$ cat config.mk
export PLATFORM = sky130hd
export DESIGN_NAME = blur_frame_ctrl
export DESIGN_NICKNAME = d
export VERILOG_FILES = /design/src/rtl/blur_frame_ctrl.sv
export SDC_FILE = /design/constraint.sdc
export NUM_CORES = 1
export LEC_CHECK = 0
export ABC_CLOCK_PERIOD_IN_PS = 3000
export CAP_MARGIN = 25
export CORE_ASPECT_RATIO = 0.8
export CORE_UTILIZATION = 52
export DETAILED_ROUTE_END_ITERATION = 7
export PLACE_DENSITY = 0.88
export SYNTH_ARGS = -nofsm -noshare
export SYNTH_HDL_FRONTEND = slang
export SYNTH_SLANG_ARGS = --single-unit
$ cat constraint.sdc
create_clock -name iCLK -period 3 [get_ports iCLK]
set_input_delay 0.75 -clock iCLK [delete_from_list [all_inputs] [get_ports iCLK]]
set_output_delay 0.75 -clock iCLK [all_outputs]
set_load 0.01 [all_outputs]
$ cat src/rtl/blur_frame_ctrl.sv
// Frame sequencer for face_blur: streams one W x H source frame into the filter
// as an unbroken burst and captures the 16-bit result into destination memory.
module blur_frame_ctrl #(
  parameter int W       = 210,
  parameter int H       = 300,
  parameter int ADDR_W  = 16,
  parameter int TIMEOUT = 1024
) (
  input  logic              iCLK,
  input  logic              iRST_N,
  input  logic              iSTART,
  input  logic [15:0]       iEPS,
  output logic              oBUSY,
  output logic              oDONE,
  output logic              oERR,
  output logic              oSRC_RD,
  output logic [ADDR_W-1:0] oSRC_ADDR,
  input  logic [7:0]        iSRC_DATA,
  output logic              oF_DVAL,
  output logic [7:0]        oF_DATA,
  output logic [15:0]       oF_EPS,
  input  logic              iF_DVAL,
  input  logic [15:0]       iF_DATA,
  output logic              oDST_WE,
  output logic [ADDR_W-1:0] oDST_ADDR,
  output logic [15:0]       oDST_DATA
);

  localparam int N = W * H;
  localparam logic [ADDR_W-1:0] LAST_ADDR  = ADDR_W'(N - 1);
  localparam logic [ADDR_W-1:0] IDLE_LIMIT = ADDR_W'(TIMEOUT - 1);
  localparam logic [ADDR_W-1:0] ONE        = ADDR_W'(1);

  typedef enum logic [1:0] {S_IDLE, S_FEED, S_DRAIN, S_DONE} stateT;

  stateT             state;
  stateT             nextState;
  logic [ADDR_W-1:0] srcCnt;
  logic [ADDR_W-1:0] outCnt;
  logic [ADDR_W-1:0] idleCnt;
  logic              rdD1;
  logic              startAcc;
  logic              capture;
  logic              finalBeat;
  logic              timeoutHit;

  assign startAcc   = (state == S_IDLE) && iSTART;
  // Capture only while busy; reaching N beats leaves FEED/DRAIN, so outCnt never passes N-1 here.
  assign capture    = iF_DVAL && ((state == S_FEED) || (state == S_DRAIN));
  assign finalBeat  = capture && (outCnt == LAST_ADDR);
  // A beat on the expiry cycle wins because timeoutHit requires no beat.
  assign timeoutHit = (state == S_DRAIN) && !iF_DVAL && (idleCnt == IDLE_LIMIT);
  assign oSRC_ADDR  = srcCnt;

  always_ff @(posedge iCLK or negedge iRST_N) begin
    if (!iRST_N) begin
      state <= S_IDLE;
    end else begin
      state <= nextState;
    end
  end

  always_comb begin
    nextState = state;
    case (state)
      S_IDLE: begin
        if (iSTART) nextState = S_FEED;
      end
      S_FEED: begin
        if (finalBeat) nextState = S_DONE;
        else if (srcCnt == LAST_ADDR) nextState = S_DRAIN;
      end
      S_DRAIN: begin
        if (finalBeat || timeoutHit) nextState = S_DONE;
      end
      S_DONE:  nextState = S_IDLE;
      default: nextState = S_IDLE;
    endcase
  end

  always_comb begin
    oBUSY   = 1'b0;
    oDONE   = 1'b0;
    oSRC_RD = 1'b0;
    case (state)
      S_FEED: begin
        oBUSY   = 1'b1;
        oSRC_RD = 1'b1;
      end
      S_DRAIN: oBUSY = 1'b1;
      S_DONE:  oDONE = 1'b1;
      default: ;
    endcase
  end

  // Source read has one cycle of latency, so the filter sees data two cycles after the read.
  always_ff @(posedge iCLK or negedge iRST_N) begin
    if (!iRST_N) begin
      srcCnt  <= '0;
      rdD1    <= 1'b0;
      oF_DVAL <= 1'b0;
      oF_DATA <= '0;
    end else begin
      if (state == S_FEED) begin
        srcCnt <= (srcCnt == LAST_ADDR) ? '0 : srcCnt + ONE;
      end else begin
        srcCnt <= '0;
      end
      rdD1    <= oSRC_RD;
      oF_DVAL <= rdD1;
      oF_DATA <= rdD1 ? iSRC_DATA : 8'h00;
    end
  end

  always_ff @(posedge iCLK or negedge iRST_N) begin
    if (!iRST_N) begin
      oF_EPS    <= '0;
      oERR      <= 1'b0;
      outCnt    <= '0;
      idleCnt   <= '0;
      oDST_WE   <= 1'b0;
      oDST_ADDR <= '0;
      oDST_DATA <= '0;
    end else begin
      oDST_WE <= capture;
      if (startAcc) begin
        oF_EPS  <= iEPS;
        oERR    <= 1'b0;
        outCnt  <= '0;
        idleCnt <= '0;
      end else begin
        if (capture) begin
          oDST_ADDR <= outCnt;
          oDST_DATA <= iF_DATA;
          outCnt    <= outCnt + ONE;
        end
        if (capture) begin
          idleCnt <= '0;
        end else if (state == S_DRAIN) begin
          idleCnt <= idleCnt + ONE;
        end
        if (timeoutHit) oERR <= 1'b1;
      end
    end
  end

endmodule

==> results of run 1 <==
-- layout make-up --
type / instances / area [sq um]
Clock buffer: 9 / 124
Clock inverter: 7 / 80.1
Fill cell: 594 / 2390
Inverter: 8 / 30.0
Multi-Input combinational cell: 286 / 1820
Sequential cell: 110 / 2750
Tap cell: 112 / 140
Timing Repair Buffer: 126 / 1260
-- kinds of logic (layout without fill, tap and decap cells) --
family / Yosys count / after routing / share of synthesized area (%)
buf+inv: 21 / 150 / 1.80
mux: 34 / 34 / 8.21
simple gates: 185 / 185 / 18.4
xor+xnor: 38 / 38 / 7.16
flops: 110 / 110 / 59.2
fa+ha+maj: 8 / 8 / 2.15
compound gates: 21 / 21 / 3.09
-- sequential cells by signal, indices dropped and copies added (netlist names), 2 cells and up --
signal,cells
state,2
oF_EPS,16
oF_DATA,8
oDST_ADDR,16
oSRC_ADDR,16
oDST_DATA,16
outCnt,16
idleCnt,16
-- per-layer routing --
layer | wire length [um] | global-route usage (%) | share of wire [%]
met1 | 4280 | 30.1 | 44
met2 | 4670 | 37.0 | 48
met3 | 715 | 6.47 | 7.3
met4 | 140 | 7.72 | 1.4
met5 | 0 | 0 | 0
-- metrics by stage --
stage	setup slack, ns	utilization [%]
after floorplan	0.954	-
after global placement	0.433	69.8
after detailed placement	0.249	69.8
after CTS	0.400	72.1
after global routing	0.328	72.1
final	0.431	72.1
-- synthesized netlist by cell type, types with 2 or more instances --
library cell | n | share of area (%)
sky130_fd_sc_hd__inv_1 | 8 | 0.65
sky130_fd_sc_hd__and4_1 | 5 | 0.94
sky130_fd_sc_hd__buf_2 | 4 | 0.43
sky130_fd_sc_hd__dfrtp_1 | 110 | 59
sky130_fd_sc_hd__a21oi_1 | 7 | 0.75
sky130_fd_sc_hd__nor4_1 | 4 | 0.54
sky130_fd_sc_hd__nor2_1 | 49 | 4.0
sky130_fd_sc_hd__a21oi_2 | 2 | 0.38
sky130_fd_sc_hd__xnor2_1 | 10 | 1.9
sky130_fd_sc_hd__nor3_1 | 5 | 0.54
sky130_fd_sc_hd__ha_1 | 8 | 2.2
sky130_fd_sc_hd__nand2_1 | 73 | 5.9
sky130_fd_sc_hd__xor2_1 | 28 | 5.3
sky130_fd_sc_hd__nand4_1 | 14 | 1.9
sky130_fd_sc_hd__and3_1 | 2 | 0.27
sky130_fd_sc_hd__or3_1 | 6 | 0.81
sky130_fd_sc_hd__o21ai_0 | 7 | 0.75
sky130_fd_sc_hd__and2_1 | 11 | 1.5
sky130_fd_sc_hd__clkbuf_1 | 9 | 0.73
sky130_fd_sc_hd__nand3_1 | 11 | 1.2
sky130_fd_sc_hd__mux2_2 | 32 | 7.8
-- worst paths after layout --
kind                          start            end  slack, ns
setup / recovery           state[1]          oBUSY       0.43
setup reg to reg           state[0]       state[1]       0.56
max in group asynchronous    iRST_N    idleCnt[14]       1.93
min in group iCLK              rdD1        oF_DVAL       0.49
hold reg to reg                rdD1        oF_DVAL       0.49
hold / removal               iRST_N  oDST_DATA[12]       0.32
-- power breakdown --
group | total, mW | leakage (nW) | internal (mW) | switching (mW)
Clock | 0.909 | 0.102 | 0.398 | 0.511
Sequential | 1.69 | 1.43 | 1.59 | 0.0980
Combinational | 0.438 | 1.26 | 0.260 | 0.178
Total | 3.03 | 2.79 | 2.25 | 0.787
==> reports/metrics.csv, run 1 <==
metric,value,unit
dominantRegCellSynth,sky130_fd_sc_hd__dfrtp_1,
synth_seq_cells,110,
path_delay_family,buffers and inverters,
timing.final.hold_violations,0,
synth_edf_count,0,
placementRows,30,
slew_limit_headroom,66.4,%
worstRegToRegCells,8,
status,finished clean,
finClkSkew,0.0107,ns
routed_length_per_instance,14.9,um
holdBufCountCts,0,
vias,3389,
worst-endpoint-required,2.25,ns
rsz0062_at_grt,false,
nNetsFinal,593,
timing.critical_path.depth,3,
numPortBuffers,121,
floorplan.die.width,108,um
cp_slowest_cell,sky130_fd_sc_hd__clkdlybuf4s50_1,
grt-ovfl-total,0,
worst_ep_arrival_time,1.82,ns
clk-insertion-delay-late,0.37,ns
initial_utilization,54.1,%
detail_route.wirelength,9810,um
leak_pwr,2.79,nW
die-area,9330,sq um
grt_usage,22.9,%
globalplace.congestion,0.831,
drt_pre_antenna_iters,5,
resize_count_post_cts,0,
mostFrequentLayoutCells,"120 x sky130_fd_sc_hd__clkdlybuf4s50_1, 110 x sky130_fd_sc_hd__dfrtp_1, 73 x sky130_fd_sc_hd__nand2_1",
cts_max_path_buffers,2,
placed_cells,642,
p_per_area,489,nW/um^2
timing.setup.tns,0,ns
stdcell_count,658,
core_area,8600,sq um
grt_first_pass_wirelength,16300,um
hold-worst-slack,0.318,ns
critical_path.endpoint_type,output port,
boundaryPins,122,
share_of_synthesized_flip_flops_with_an_asynchronous_set_or_reset,100,%
cts-buffers-inserted,9,
worst_tran_pin_value,0.503,ns
first_iter_violations,147,
ys_warnings,0,
drc,0,
period_needed,2.57,ns
clock_tree_sinks,110,
tritoncts,built,
area_growth,33.4,%
leading_cell_type_in_the_layout_fill_and_taps_excluded,sky130_fd_sc_hd__clkdlybuf4s50_1,
timing.critical_path.from_type,flop,
max_cap_viol_count,0,
cts_root_buf,sky130_fd_sc_hd__clkbuf_8,
yosysSeqAreaShare,59.2,%
post_cts.repair.setup_buffers,0,
number_of_standard_cells_after_synthesis,417,
maxSlewViolCount,0,
critical_path_peak_fanout,5,
fin_area,6200,sq um
finalSetupViolations,0,
grt_antenna_before_repair,0,
share_of_final_layout_standard_cells_stronger_than_drive_strength_1,10.6,%
netlist_area,4650,sq um
holdCritPathClass,primary input to async pin,
count_of_antenna_diodes_in_the_layout,0,
synthesis.nets,469,
cp.buffers_inverters,2,
route.detailed.vias_per_inst,5.15,
placement.cell_area,6000,sq um
timing.critical_path.slowest_cell_delay,0.56,ns
part_of_the_cycle_the_worst_path_needs,85.6,%
synth.lib_cells_used.distinct,33,
cts-htree-levels,3,
detailed_place_hpwl,7050,um
setup.worst_path.class,flop to output port,
critical_path.cell_chain,inv_1 -> ha_1 -> clkdlybuf4s50_1,
drtAntennaViolNets,0,
total_design_power,3.03,mW
path_clk_slew,0.11,ns
syn-mean-instance-area,11.1,sq um
grt_start_max_net_pins,74,
peakVddDrop,0.000325,V
fmax,389,MHz
first_global_vias,3365,
dieHeight,86.6,um
Note: power is estimated with default switching activity, not from simulation.
==> run 2, diff against run 1 <==
PLACE_DENSITY = 0.85   (was 0.88)
==> reports/metrics.csv, run 2 (same netlist as run 1, synthesis figures left out) <==
metric,value,unit
core_area,8600,sq um
detailed_place_hpwl,7080,um
power.switching,769,uW
global_route.usage.met1,29.2,%
seq_power_share,57.0,%
initial_utilization,54.1,%
part_of_the_cycle_the_worst_path_needs,86.6,%
mostFrequentLayoutCells,"120 x sky130_fd_sc_hd__clkdlybuf4s50_1, 110 x sky130_fd_sc_hd__dfrtp_1, 73 x sky130_fd_sc_hd__nand2_1",
period_needed,2.60,ns
combinationalPowerShare,15.0,%
rsz0062_at_grt,false,
clock_tree_sinks,110,
grt_antenna_before_repair,0,
clk-insertion-delay-late,0.37,ns
route.detailed.vias_per_inst,5.21,
tritoncts,built,
utilization,72.0,%
cts_root_buf,sky130_fd_sc_hd__clkbuf_8,
leading_cell_type_in_the_layout_fill_and_taps_excluded,sky130_fd_sc_hd__clkdlybuf4s50_1,
vias,3438,
grt_start_max_net_pins,60,
cell_internal_pwr,2.19,mW
first_iter_violations,128,
drc,0,
first_global_vias,3523,
critical_path.endpoint_type,output port,
resize_count_post_cts,0,
setup.worst_path.class,flop to output port,
timing.critical_path.from_type,flop,
worst_ep_arrival_time,1.85,ns
worst_tran_pin_value,0.562,ns
use_met2,38.2,%
timing.final.hold_violations,0,
p_clk_share,28.0,%
peakVddDrop,0.000267,V
filler_cell_count,614,
timing.critical_path.from,state[1],
path_clk_slew,0.10,ns
maxSlewViolCount,0,
placement.cell_area,6010,sq um
r2r-start,state[0],
area_growth,33.2,%
holdBufCountCts,0,
numPortBuffers,121,
finClkSkew,0.0122,ns
cts-buffers-inserted,9,
detail_route.wirelength,9870,um
grt_usage,23.0,%
placed_cells,644,
post_cts.repair.setup_buffers,0,
timing.reg2reg.setup_slack,0.68,ns
fmax,385,MHz
grt-ovfl-total,0,
max_cap_viol_count,0,
timing.setup.tns,0,ns
p_per_area,477,nW/um^2
stdcell_count,660,
worst-endpoint-required,2.25,ns
fin_area,6190,sq um
nNetsFinal,595,
dieHeight,86.6,um
leak_pwr,2.79,nW
slew_limit_headroom,62.5,%
routed_length_per_instance,15.0,um
floorplan.die.width,108,um
finalSetupViolations,0,
drtAntennaViolNets,0,
cts_max_path_buffers,2,
groute.layer.met3.usage,7.89,%
placementRows,30,
holdCritPathClass,primary input to async pin,
die-area,9330,sq um
boundaryPins,122,
critical_path_peak_fanout,5,
status,finished clean,
gr-max-usage-layer,met2,
switching_share,26.0,%
globalplace.congestion,0.906,
cts-htree-levels,3,
drt_pre_antenna_iters,4,
share_of_final_layout_standard_cells_stronger_than_drive_strength_1,10.8,%
count_of_antenna_diodes_in_the_layout,0,
grt_first_pass_wirelength,16400,um
-- run 2: changes by cell type in the layout (fill, tap and decap cells not counted), sizes merged --
cell	previous run	this run
buf	6	8
bufinv	1	0
clkbuf	9	11
clkinv	2	1
-- run 2: power by group through the flow --
stage          Sequential, mW  Clock [mW]  Combinational [mW]
4_1_cts                  1.68       0.850               0.451
5_1_grt                  1.70       0.911               0.483
2_1_floorplan            1.72           0               0.148
3_5_place_dp             1.71           0               0.444
3_3_place_gp             1.70           0               0.432
6_report                 1.69       0.827               0.443
-- run 2: per-stage QoR --
stage	hold WS (ns)	total power, mW	setup WS [ns]
2_1_floorplan	0.431	1.87	0.954
3_3_place_gp	0.458	2.14	0.386
3_5_place_dp	0.463	2.16	0.313
4_1_cts	0.295	2.99	0.402
5_1_grt	0.297	3.09	0.327
6_report	0.296	2.95	0.403
-- run 2: final timing paths --
kind	endpoint	cells past startpoint
worst max register to register	state[1]	8
max in group asynchronous	idleCnt[11]	2
min in group iCLK	oF_EPS[14]	2
worst min-delay path	oSRC_ADDR[10]	1
worst max-delay path	oSRC_RD	3
worst min register to register	oF_EPS[14]	2
-- run 2: per-layer routing --
metal  up-vias  routed length [um]
met3        11                 696
met2       120                4800
met5         -                   0
li1       1649                   -
met4         0                 121
met1      1658                4250
-- run 2: final cells by class --
cell class	count	area [sq um]	share of cell area, %
Timing Repair Buffer	128	1270	20.6
Clock buffer	11	141	2.28
Clock inverter	5	38.8	0.626
Multi-Input combinational cell	286	1820	29.3
Tap cell	112	140	2.26
Inverter	8	30.0	0.485
Sequential cell	110	2750	44.5
-- run 2: worst max-delay path: stages (launching register included) --
cell and delay, ns:
sky130_fd_sc_hd__dfrtp_1 0.44, sky130_fd_sc_hd__inv_1 0.12, sky130_fd_sc_hd__ha_1 0.33, sky130_fd_sc_hd__clkdlybuf4s50_1 0.59
